## src/rtl/cbx_param_pkg.sv

```systemverilog
// Shared types and elaboration-time helpers for the parametrised connection block.
// CBX_PARAM_CFG_PARITY_EN appends one even-parity bit to the configuration chain.
package cbx_param_pkg;

   typedef enum logic [1:0] {
      IDLE  = 2'd0,
      SHIFT = 2'd1,
      DONE  = 2'd2
   } cfg_state_e;

`ifdef CBX_PARAM_CFG_PARITY_EN
   localparam int PARITY_BITS = 1;
`else
   localparam int PARITY_BITS = 0;
`endif

   function automatic int clog2(input int value);
      int res;
      int v;
      res = 0;
      v   = value - 1;
      while (v > 0) begin
         res = res + 1;
         v   = v >> 1;
      end
      return res;
   endfunction

   // Track feeding mux input pair j of pin p.
   function automatic int track_idx(input int p, input int j, input int stride, input int width);
      return (p + j * stride) % width;
   endfunction

   function automatic int chain_len(input int num_ipin, input int mux_size);
      return num_ipin * clog2(mux_size) + PARITY_BITS;
   endfunction

endpackage

```

## src/rtl/cbx_param_pin_mux.sv

```systemverilog
// MUX_SIZE:1 track-select mux for one grid input pin; select codes past the
// last input produce 0.
module cbx_param_pin_mux
   import cbx_param_pkg::*;
#(
   parameter int MUX_SIZE = 10,
   parameter int SEL_W    = clog2(MUX_SIZE)
) (
   input  logic [MUX_SIZE-1:0] mux_in,
   input  logic [SEL_W-1:0]    sel,
   output logic                mux_out
);

   // NOTE: every always_comb output gets a default first so no path infers a latch.
   always_comb begin
      mux_out = 1'b0;
      for (int i = 0; i < MUX_SIZE; i++) begin
         if (sel == SEL_W'(i)) mux_out = mux_in[i];
      end
   end

endmodule

```

## src/rtl/cbx_param_cfgchain.sv

```systemverilog
// Horizontal connection block: track pass-through, per-pin track muxes and a counted
// configuration chain with load FSM. CBX_PARAM_CFG_PARITY_EN enables the parity check.
module cbx_param_cfgchain
   import cbx_param_pkg::*;
#(
   parameter int CHAN_WIDTH   = 20,
   parameter int NUM_IPIN     = 4,
   parameter int MUX_SIZE     = 10,
   parameter int TRACK_STRIDE = 4
) (
   input  logic                  prog_clk,
   input  logic                  prog_reset,
   input  logic                  ccff_en,
   input  logic                  ccff_head,
   input  logic [CHAN_WIDTH-1:0] chanx_left_in,
   input  logic [CHAN_WIDTH-1:0] chanx_right_in,
   output logic [CHAN_WIDTH-1:0] chanx_left_out,
   output logic [CHAN_WIDTH-1:0] chanx_right_out,
   output logic [NUM_IPIN-1:0]   top_grid_pin,
   output logic                  ccff_tail,
   output logic                  cfg_done,
   output logic                  cfg_err
);

   localparam int SEL_W = clog2(MUX_SIZE);
   localparam int L     = chain_len(NUM_IPIN, MUX_SIZE);
   localparam int OFF   = PARITY_BITS;
   localparam int CNT_W = clog2(L + 1);

   logic [L-1:0]      cfg_q, cfg_d;
   logic [CNT_W-1:0]  cnt_q, cnt_d;
   cfg_state_e        state_q, state_d;
   logic              en_prev_q, en_prev_d;
   logic [NUM_IPIN-1:0] pin_raw;

   assign chanx_left_out  = chanx_right_in;
   assign chanx_right_out = chanx_left_in;

   always_comb begin
      cfg_d     = ccff_en ? {cfg_q[L-2:0], ccff_head} : cfg_q;
      cnt_d     = cnt_q;
      state_d   = state_q;
      en_prev_d = ccff_en;
      case (state_q)
         IDLE: begin
            if (ccff_en) begin
               cnt_d   = CNT_W'(1);
               state_d = SHIFT;
            end
         end
         SHIFT: begin
            if (ccff_en) begin
               cnt_d = cnt_q + CNT_W'(1);
               if (cnt_q + CNT_W'(1) == CNT_W'(L)) state_d = DONE;
            end
         end
         DONE: begin
            // A rising ccff_en restarts loading; a continuous high just passes data downstream.
            if (ccff_en && !en_prev_q) begin
               cnt_d   = CNT_W'(1);
               state_d = SHIFT;
            end else if (ccff_en) begin
               cnt_d = CNT_W'(L);
            end
         end
         default: state_d = IDLE;
      endcase
   end

   // NOTE: sequential state uses non-blocking assignments so all flops update together.
   always_ff @(posedge prog_clk or posedge prog_reset) begin
      if (prog_reset) begin
         cfg_q     <= '0;
         cnt_q     <= '0;
         state_q   <= IDLE;
         en_prev_q <= 1'b0;
      end else begin
         cfg_q     <= cfg_d;
         cnt_q     <= cnt_d;
         state_q   <= state_d;
         en_prev_q <= en_prev_d;
      end
   end

   assign ccff_tail = cfg_q[L-1];
   assign cfg_done  = (state_q == DONE);

`ifdef CBX_PARAM_CFG_PARITY_EN
   assign cfg_err = cfg_done & (^cfg_q);
`else
   assign cfg_err = 1'b0;
`endif

   for (genvar p = 0; p < NUM_IPIN; p++) begin : g_pin
      logic [MUX_SIZE-1:0] mux_in;
      for (genvar j = 0; j < MUX_SIZE / 2; j++) begin : g_pair
         localparam int T = track_idx(p, j, TRACK_STRIDE, CHAN_WIDTH);
         assign mux_in[2*j]   = chanx_left_in[T];
         assign mux_in[2*j+1] = chanx_right_in[T];
      end
      cbx_param_pin_mux #(
         .MUX_SIZE (MUX_SIZE),
         .SEL_W    (SEL_W)
      ) u_pin_mux (
         .mux_in  (mux_in),
         .sel     (cfg_q[OFF + p*SEL_W +: SEL_W]),
         .mux_out (pin_raw[p])
      );
   end

   // Pins stay quiet until a complete, parity-clean configuration is present.
   assign top_grid_pin = (cfg_done && !cfg_err) ? pin_raw : '0;

endmodule

```

## config.mk

```make
export PLATFORM = sky130hd
export DESIGN_NAME = cbx_param_cfgchain
export DESIGN_NICKNAME = d
export VERILOG_FILES = /design/src/rtl/cbx_param_pkg.sv /design/src/rtl/cbx_param_pin_mux.sv /design/src/rtl/cbx_param_cfgchain.sv
export SDC_FILE = /design/constraint.sdc
export NUM_CORES = 1
export LEC_CHECK = 0
export ABC_AREA = 1
export CAP_MARGIN = 30
export CORE_ASPECT_RATIO = 2
export CORE_MARGIN = 4
export CORE_UTILIZATION = 37
export DETAILED_ROUTE_END_ITERATION = 12
export GPL_TIMING_DRIVEN = 0
export PLACE_DENSITY = 0.78
export SETUP_SLACK_MARGIN = 0.3
export SLEW_MARGIN = 40
export SYNTH_ARGS = -nofsm -noshare
export SYNTH_HDL_FRONTEND = slang
export SYNTH_SLANG_ARGS = --single-unit
```

## constraint.sdc

```tcl
create_clock -name prog_clk -period 1.3 [get_ports prog_clk]
set_clock_uncertainty 0.1 [all_clocks]
set_input_delay 0.26 -clock prog_clk [delete_from_list [all_inputs] [get_ports prog_clk]]
set_output_delay 0.26 -clock prog_clk [all_outputs]
set_load 0.02 [all_outputs]
```

Yosys cells after proc, flatten, opt, wreduce, memory -nomap -nowiden
Index checks and enable logic that the tools add are counted.

cells by class
  $add $sub $neg = 1
  equal/unequal tests = 44
  muxes and demuxes = 51
  reductions and logical operators = 10

operators by type and width
  operator                                               count
  == test 4 x 3 -> 1 bit, second input constant          16
  two-way mux 1 bit                                      40
  == test 4 x 2 -> 1 bit, second input constant          8
  == test 4 bit, second input constant                   8
  two-way mux 5 bit                                      4
  == test 4 x 1 -> 1 bit, second input constant          4
  logical NOT 4 bit                                      4
  case mux 5 bit (3 select lines)                        1
  two-way mux 2 bit                                      4
  AND reduction 4 bit                                    2
  inequality test 2 bit, second input constant           3
  case mux 2 bit (3 select lines)                        1
  adder 5 x 1 -> 5 bit, second input constant            1
  == test 5 bit, second input constant                   1
  two-way mux 4 bit                                      1
  inequality test 3 x 2 -> 1 bit, second input constant  1
  nonzero test 3 bit                                     1
  == test 2 x 1 -> 1 bit, second input constant          1
  == test 2 bit, second input constant                   1
  logical NOT 2 bit                                      1
  inequality test 2 x 1 -> 1 bit, second input constant  1
  logical AND 1 bit                                      1
  logical NOT 1 bit                                      1

storage, ports and cells
  register bits = 24
  input bits = 44
  output and inout bits = 47
  word-level logic and storage cells = 110

Depth between registers and ports, before layout
Gate-level depths: netlist (run 1).

  depth after elaboration = 12
  mapped depth = 9
  mapped depth without buffers = 9

By module
Synthesis (run 1) repeated with hierarchy kept, for this count alone.

second synthesis, totals
  cell total of the unflattened synthesis = 300
  area total of the unflattened synthesis = 1953.1 µm²

by module, submodules not included
  module              times used  cells each  area each (µm²)  seq. area each (µm²)
  cbx_param_cfgchain  1           192         1512.7           600.6
  cbx_param_pin_mux   4           27          110.1            0.0

Least setup slack after synthesis (run 1)
No wires, ideal clock.

  kind = register to output
  start point = register state_q[0]
  end point = output port top_grid_pin[0]
  arrival time = 1.229 ns
  slack = -0.289 ns
  stages on the path, launching flop included = 5
  path buffers = 0
  path through = dfrtp_1 -> inv_1 -> ha_1 -> inv_2 -> a21oi_1

on the way
  word-level cells in the longest chain between the ends = 2

RTL lines
  item                      line                       RTL
  start: declaration        cbx_param_cfgchain.sv:32   cfg_state_e state_q, state_d;
  start signal: assignment  cbx_param_cfgchain.sv:80   state_q <= state_d;
  == test 2 bit             cbx_param_cfgchain.sv:86   assign cfg_done = (state_q == DONE);
  via cfg_done              cbx_param_cfgchain.sv:21   output logic cfg_done,
  two-way mux 4 bit         cbx_param_cfgchain.sv:112  assign top_grid_pin = (cfg_done && !cfg_err) ? pin_raw : '0;
  end: declaration          cbx_param_cfgchain.sv:19   output logic [NUM_IPIN-1:0] top_grid_pin,

The timed path passes the listed nets, and every way through them passes these cells.

Worst setup path in the final report (run 1)
  start point = register cfg_q[2]
  end point = output port top_grid_pin[0]

on the way
  word-level cells in the longest chain between the ends = 12
  elaborated cells on any way between the ends = 21
  those cells by class = eq/ne (9); mux (11); reduce/logical (1)

RTL lines
  item                            line                       RTL
  start: declaration              cbx_param_cfgchain.sv:30   logic [L-1:0] cfg_q, cfg_d;
  start signal: assignment        cbx_param_cfgchain.sv:78   cfg_q <= cfg_d;
  logical NOT 4 bit               cbx_param_pin_mux.sv:18    if (sel == SEL_W'(i)) mux_out = mux_in[i];
  two-way mux 1 bit (9 in a row)  cbx_param_pin_mux.sv:18
  two-way mux 1 bit *             cbx_param_pin_mux.sv:18
  two-way mux 4 bit *             cbx_param_cfgchain.sv:112

Mark *: on every way between the ends. The rest lies on a longest branch, timed or not.

==> results of run 1 <==
path summary, 6_finish.rpt:
path,cells after the start,to,startpoint
min reg2reg,2,cfg_q[2]$_DFFE_PP0P_,cfg_q[1]$_DFFE_PP0P_
max reg2reg,10,cnt_q[0]$_DFFE_PP0P_,state_q[0]$_DFFE_PP0P_
max in group asynchronous,2,cfg_q[8]$_DFFE_PP0P_,prog_reset
min in group asynchronous,2,cfg_q[14]$_DFFE_PP0P_,prog_reset
min,1,en_prev_q$_DFF_PP0_,ccff_en
max,8,top_grid_pin[0],cfg_q[2]$_DFFE_PP0P_
logic make-up after synthesis:
logic type / after synthesis / synth area share [%]
AND/OR/NAND/NOR: 112 / 25.8
flip-flops: 24 / 33.1
buffers and inverters: 75 / 24.1
other: 1 / 0.207
AO/OA/AOI/OAI: 45 / 12.7
adder cells (fa/ha/maj): 6 / 4.13
per-layer routing:
layer  GRT usage (%)  share of wire, %  wire length (um)  up-vias
met5               0                 0                 0        -
met4            5.80               1.5                91        0
met1            15.6                31              1840      976
met2            39.4                63              3760       47
li1                -                 -                 -     1052
met3            1.81               4.5               267       10
placed cells by master (no fill, tap or decap), types with 2 or more instances in the layout:
cell type	Yosys	routed
a21oi_2	0	5
dfrtp_2	0	5
clkbuf_2	1	2
buf_6	0	69
nand3_1	17	13
dfrtp_1	24	19
nor2_2	0	2
inv_4	0	3
clkbuf_8	0	6
inv_2	3	10
o21ai_0	29	15
nand4_1	8	8
buf_4	41	46
buf_2	0	40
ha_4	0	5
nand2_2	0	6
nor2_1	42	40
o21ai_1	7	15
inv_1	27	16
o21ai_2	1	6
nand3_2	0	3
nand2_1	42	35
clkdlybuf4s50_1	0	2
metrics by stage:
step / TNS [ns] / worst slack, ns / hold WS, ns
after floorplan: -0.900 / -0.108 / 0.175
after CTS: -3.27 / -0.570 / 0.148
after global placement: -36.83 / -0.972 / 0.398
final: -3.92 / -0.549 / 0.0128
after global routing: -4.77 / -0.682 / 0.0137
after detailed placement: -32.31 / -0.984 / 0.399
state kept, by name, indices dropped and copies added (netlist names):
| signal | flops |
|---|---|
| cnt_q | 5 |
| cfg_q | 16 |
| state_q | 2 |
| en_prev_q | 1 |
report_power, final:
group | switching [mW] | internal (mW) | total (mW)
registers | 0.179 | 0.897 | 1.08
clock network | 0.243 | 0.271 | 0.515
logic | 1.27 | 1.26 | 2.53
Yosys cell counts, drive strengths merged:
cell type and count:
or2 2, nor3 1, nand3 17, buf 41, nand2 42, nor2 42, nand4 8, o21ai 37
clkbuf 4, dfrtp 24, inv 30, conb 1, ha 6, o22ai 2, a21oi 6
cell type report:
class / instances / share of cell area [%]
well taps: 55 / 2.12
plain buffers: 45 / 13.4
multi-input cells: 164 / 29.7
clock buffers: 4 / 1.70
repair buffers: 118 / 30.4
inverters: 30 / 3.94
flip-flops and latches: 24 / 18.7
worst max-delay path, cell delays in order (launching register included):
cell,delay (ns)
dfrtp_2,0.47
inv_4,0.10
nor2_1,0.04
o21ai_0,0.14
nand3_1,0.09
nand2_1,0.08
nand2_2,0.06
a21oi_4,0.12
buf_6,0.13
repair_timing:
item                       4_1_cts  5_1_grt
pin swaps                       17       16
gates resized for setup        509       25
setup endpoints to repair       69       27
gates cloned                     1        0
setup buffers                   19        9
==> flow_metrics.env, run 1 <==
export IMPL_outcome="complete, but fails checks"
export IMPL_violations="negative setup slack"
export IMPL_clk_path_buf_depth=2
export IMPL_clock_sinks=24
export IMPL_worst_slack_ns=-0.549
export IMPL_synth_area_leader_cell="dfrtp_1"
export IMPL_finalHoldViolCount=0
export IMPL_slew_headroom_pct=65.7
export IMPL_cts_root_buffer="clkbuf_8"
export IMPL_syn_to_final_growth_pct=78.5
export IMPL_finalInstanceArea_mm2=0.00324
export IMPL_seq_area_um2=607
export IMPL_clk_pin_slew_ns=0.08
export IMPL_cp_start_kind="flop"
export IMPL_antenna_found_initial=0
export IMPL_grt_max_degree=25
export IMPL_wl_um=5950
export IMPL_syn_nets=313
export IMPL_drc=0
export IMPL_htree_levels=1
export IMPL_power_mw=4.12
export IMPL_max_cap_violations=0
export IMPL_syn_inst=263
export IMPL_dpl_hpwl_um=4180
export IMPL_tightest_slew_ns=0.514
export IMPL_worstSetupEndpointType="output port"
export IMPL_dieHeight_um=107
export IMPL_synth_area_mm2=0.00182
export IMPL_vdd_drop_max_v=0.00204
export IMPL_yosysSeqAreaShare_pct=33.1
export IMPL_nets=436
export IMPL_post_route_period_util_pct=142
export IMPL_final_max_slew_viol_count=0
export IMPL_worstPathMaxFanout=7
export IMPL_rsz0062_at_grt="yes"
export IMPL_grt_pass1_vias=2091
export IMPL_wl_per_cell_um=13.5
export IMPL_holdBufCountCts=0
export IMPL_dieArea_mm2=0.00616
export IMPL_dr_pass1_iters=4
export IMPL_initial_utilization_pct=38.7
export IMPL_critical_path_required_ns=0.94
export IMPL_antenna_cells=0
export IMPL_fin_cells=440
export IMPL_synth_top_area_share_pct=33.1
export IMPL_syn_avg_cell_area_um2=6.90
export IMPL_hold_path_class="primary input to flop"
export IMPL_ios=91
export IMPL_overflow=0
export IMPL_powerDensity_mw_per_mm2=1270
export IMPL_reg2reg_slack_ns=-0.31
export IMPL_cp_arrival_ns=1.49
export IMPL_vias_per_cell=4.74
export IMPL_die_w_um=57.5
export IMPL_place_area_mm2=0.00283
export IMPL_synth_seq_cells=24
export IMPL_grt_usage_pct=18.1
export IMPL_p_leak_nw=1.62
export IMPL_synth_warnings=0
export IMPL_drive_above_1_share_pct=56.1
export IMPL_vias=2085
export IMPL_ant_nets=0
export IMPL_fin_util_pct=69.2
export IMPL_placed_cells=407
export IMPL_coreArea_mm2=0.00469
export IMPL_synth_area_top_cells="dfrtp_1 (33%), buf_4 (17%), nand2_1 (8.7%)"
export IMPL_rows=35
export IMPL_n_fill_cell=376
export IMPL_ys_types=20
export IMPL_cts_tree="done"
export IMPL_initialDrtViolationCount=49
export IMPL_grt_pass1_wl_um=9020
export IMPL_fmax_ghz=0.541
export IMPL_clock_latency_ns=0.27
export IMPL_gp_congestion=0.837
export IMPL_cts_inserted_buffers=3
export IMPL_criticalPathCategory="flop to output port"
export IMPL_io_buffers=89
export IMPL_finalSetupViolCount=12
export IMPL_period_needed_ns=1.85
export IMPL_multi_input_area_um2=962
(Power assumes the default switching activity.)
==> inputs of run 2 (changes only) <==
--- a/config.mk
+++ b/config.mk
@@ -7,12 +7,14 @@
 export LEC_CHECK = 0
 export ABC_AREA = 1
 export CAP_MARGIN = 30
+export CELL_PAD_IN_SITES_DETAIL_PLACEMENT = 1
+export CELL_PAD_IN_SITES_GLOBAL_PLACEMENT = 2
 export CORE_ASPECT_RATIO = 2
 export CORE_MARGIN = 4
-export CORE_UTILIZATION = 37
+export CORE_UTILIZATION = 18
 export DETAILED_ROUTE_END_ITERATION = 12
 export GPL_TIMING_DRIVEN = 0
-export PLACE_DENSITY = 0.78
+export PLACE_DENSITY_LB_ADDON = 0.1
 export SETUP_SLACK_MARGIN = 0.3
 export SLEW_MARGIN = 40
 export SYNTH_ARGS = -nofsm -noshare
==> run 2 against run 1 <==
Effect of this change:
- the run still ends with negative setup slack left
- worst setup slack improved by 0.029 ns
- hold slack improved by 0.15 ns
- non-clock buffer count fell by 4
- critical path depth did not move
- die area rose by 92%
- wire length rose by 15%
- maximum frequency rose by 1.6%
- cell area rose by 4.4%
- via count rose by 2.0%
- final cell count rose by 17%
==> flow_metrics.env, run 2 (same netlist as run 1, synthesis figures left out) <==
export IMPL_outcome="complete, but fails checks"
export IMPL_violations="negative setup slack"
export IMPL_worstPathMaxFanout=7
export IMPL_vias=2127
export IMPL_ant_nets=0
export IMPL_clk_path_buf_depth=2
export IMPL_grt_usage_pct=11.7
export IMPL_crit_chain="inv_2 -> nor2_1 -> o21ai_1 -> nand3_1 -> nand2_1 -> nand2_2 -> a21oi_4 -> buf_6"
export IMPL_final_max_slew_viol_count=0
export IMPL_finalInstanceArea_mm2=0.00338
export IMPL_cp_arrival_ns=1.46
export IMPL_critPathBufInv=2
export IMPL_tightest_slew_ns=0.535
export IMPL_multi_input_area_mm2=0.00101
export IMPL_dpl_hpwl_um=5660
export IMPL_layout_common_cells="buf_6 (63), buf_4 (50), buf_2 (40)"
export IMPL_cp_top_family="flip-flops"
export IMPL_grt_max_degree=25
export IMPL_io_buffers=89
export IMPL_seq_area_um2=608
export IMPL_dieArea_mm2=0.0119
export IMPL_rsz0062_at_grt="yes"
export IMPL_clock_latency_ns=0.26
export IMPL_htree_levels=1
export IMPL_wl_per_cell_um=13.4
export IMPL_clock_sinks=24
export IMPL_n_fill_cell=1250
export IMPL_coreArea_mm2=0.00983
export IMPL_largest_reg_flops=16
export IMPL_cp_start_kind="flop"
export IMPL_gp_congestion=0.707
export IMPL_grt_pass1_vias=2343
export IMPL_critical_path_max_stage_delay_ns=0.45
export IMPL_rows=51
export IMPL_syn_to_final_growth_pct=86.4
export IMPL_worst_slack_ns=-0.520
export IMPL_initialDrtViolationCount=12
export IMPL_reg_top3="cfg_q: 16 flops, cnt_q: 5 flops, state_q: 2 flops"
export IMPL_initial_utilization_pct=18.5
export IMPL_nets=432
export IMPL_place_area_mm2=0.00292
export IMPL_fmax_ghz=0.549
export IMPL_hold_path_class="primary input to flop"
export IMPL_dr_pass1_iters=2
export IMPL_worstSetupEndpointType="output port"
export IMPL_slew_headroom_pct=64.3
export IMPL_drive_above_1_share_pct=57.5
export IMPL_holdBufCountCts=0
export IMPL_regMostFlops="cfg_q"
export IMPL_criticalPathCategory="flop to output port"
export IMPL_cts_root_buffer="clkbuf_16"
export IMPL_hold_ws_ns=0.163
export IMPL_vdd_drop_max_v=0.00111
export IMPL_antenna_cells=0
export IMPL_die_w_um=79.0
export IMPL_wl_um=6870
export IMPL_drc=0
export IMPL_max_cap_violations=0
export IMPL_dieHeight_um=150
export IMPL_p_leak_nw=1.63
export IMPL_antenna_found_initial=0
export IMPL_period_needed_ns=1.82
export IMPL_finalHoldViolCount=0
export IMPL_grt_pass1_wl_um=11000
export IMPL_clk_pin_slew_ns=0.06
export IMPL_post_route_period_util_pct=140
export IMPL_layout_commonest_cell="buf_6"
export IMPL_finalSetupViolCount=12
export IMPL_powerDensity_mw_per_mm2=1320
export IMPL_slowest_stage="dfrtp_2"
export IMPL_overflow=0
export IMPL_ios=91
export IMPL_cts_tree="done"
export IMPL_vias_per_cell=4.15
export IMPL_cts_inserted_buffers=3
export IMPL_critical_path_required_ns=0.94
==> run 2: what timing repair did <==
| action | CTS | global route |
|---|---|---|
| pin swaps | 17 | 19 |
| buffers inserted | 17 | 8 |
| gates cloned | 0 | 0 |
| endpoints found under the setup margin | 69 | 19 |
| resized for setup | 506 | 36 |
==> run 2: worst paths after layout <==
kind | endpoint | start | cells past startpoint | slack [ns]
worst max-delay path | top_grid_pin[0] | cfg_q[2]$_DFFE_PP0P_ | 8 | -0.52
worst min-delay path | en_prev_q$_DFF_PP0_ | ccff_en | 1 | 0.16
worst max register to register | cnt_q[0]$_DFFE_PP0P_ | state_q[0]$_DFFE_PP0P_ | 10 | -0.21
worst min register to register | cfg_q[2]$_DFFE_PP0P_ | cfg_q[1]$_DFFE_PP0P_ | 2 | 0.42
max in group asynchronous | cfg_q[8]$_DFFE_PP0P_ | prog_reset | 2 | 0.44
min in group asynchronous | cfg_q[14]$_DFFE_PP0P_ | prog_reset | 2 | 0.27
==> run 2: stage by stage <==
stage | std cells | TNS (ns) | util [%] | power (mW) | setup WS, ns
floorplan | 263 | -0.900 | - | 2.15 | -0.108
global placement | 484 | -42.49 | 29.7 | 2.80 | -1.01
detailed placement | 484 | -35.32 | 29.7 | 2.84 | -1.04
CTS | 505 | -3.50 | 32.6 | 4.28 | -0.540
global route | 513 | -4.45 | 34.4 | 4.82 | -0.671
finish | 513 | -3.23 | 34.4 | 4.46 | -0.520
==> run 2: final cells by class <==
class	instances	area share (%)
Multi-Input combinational cell	164	29.9
Timing Repair Buffer	114	28.4
Sequential cell	24	18.0
Buffer	45	12.0
Tap cell	132	4.88
Inverter	30	3.77
Clock buffer	3	2.22
Clock inverter	1	0.887
==> run 2: routing by layer <==
layer,wire [um],share of wire [%],GRT usage (%),up-vias
li1,-,-,-,1041
met1,2020,29,10.2,1041
met2,4580,67,25.8,37
met3,201,2.9,1.08,8
met4,71,1.0,3.44,0
met5,0,0,0,-
==> run 2: power by group <==
| part | leakage (nW) | switching (mW) | internal (mW) |
|---|---|---|---|
| combinational | 1.27 | 1.28 | 1.22 |
| sequential | 0.303 | 0.177 | 0.899 |
| clock | 0.0511 | 0.280 | 0.613 |
| total | 1.63 | 1.73 | 2.73 |
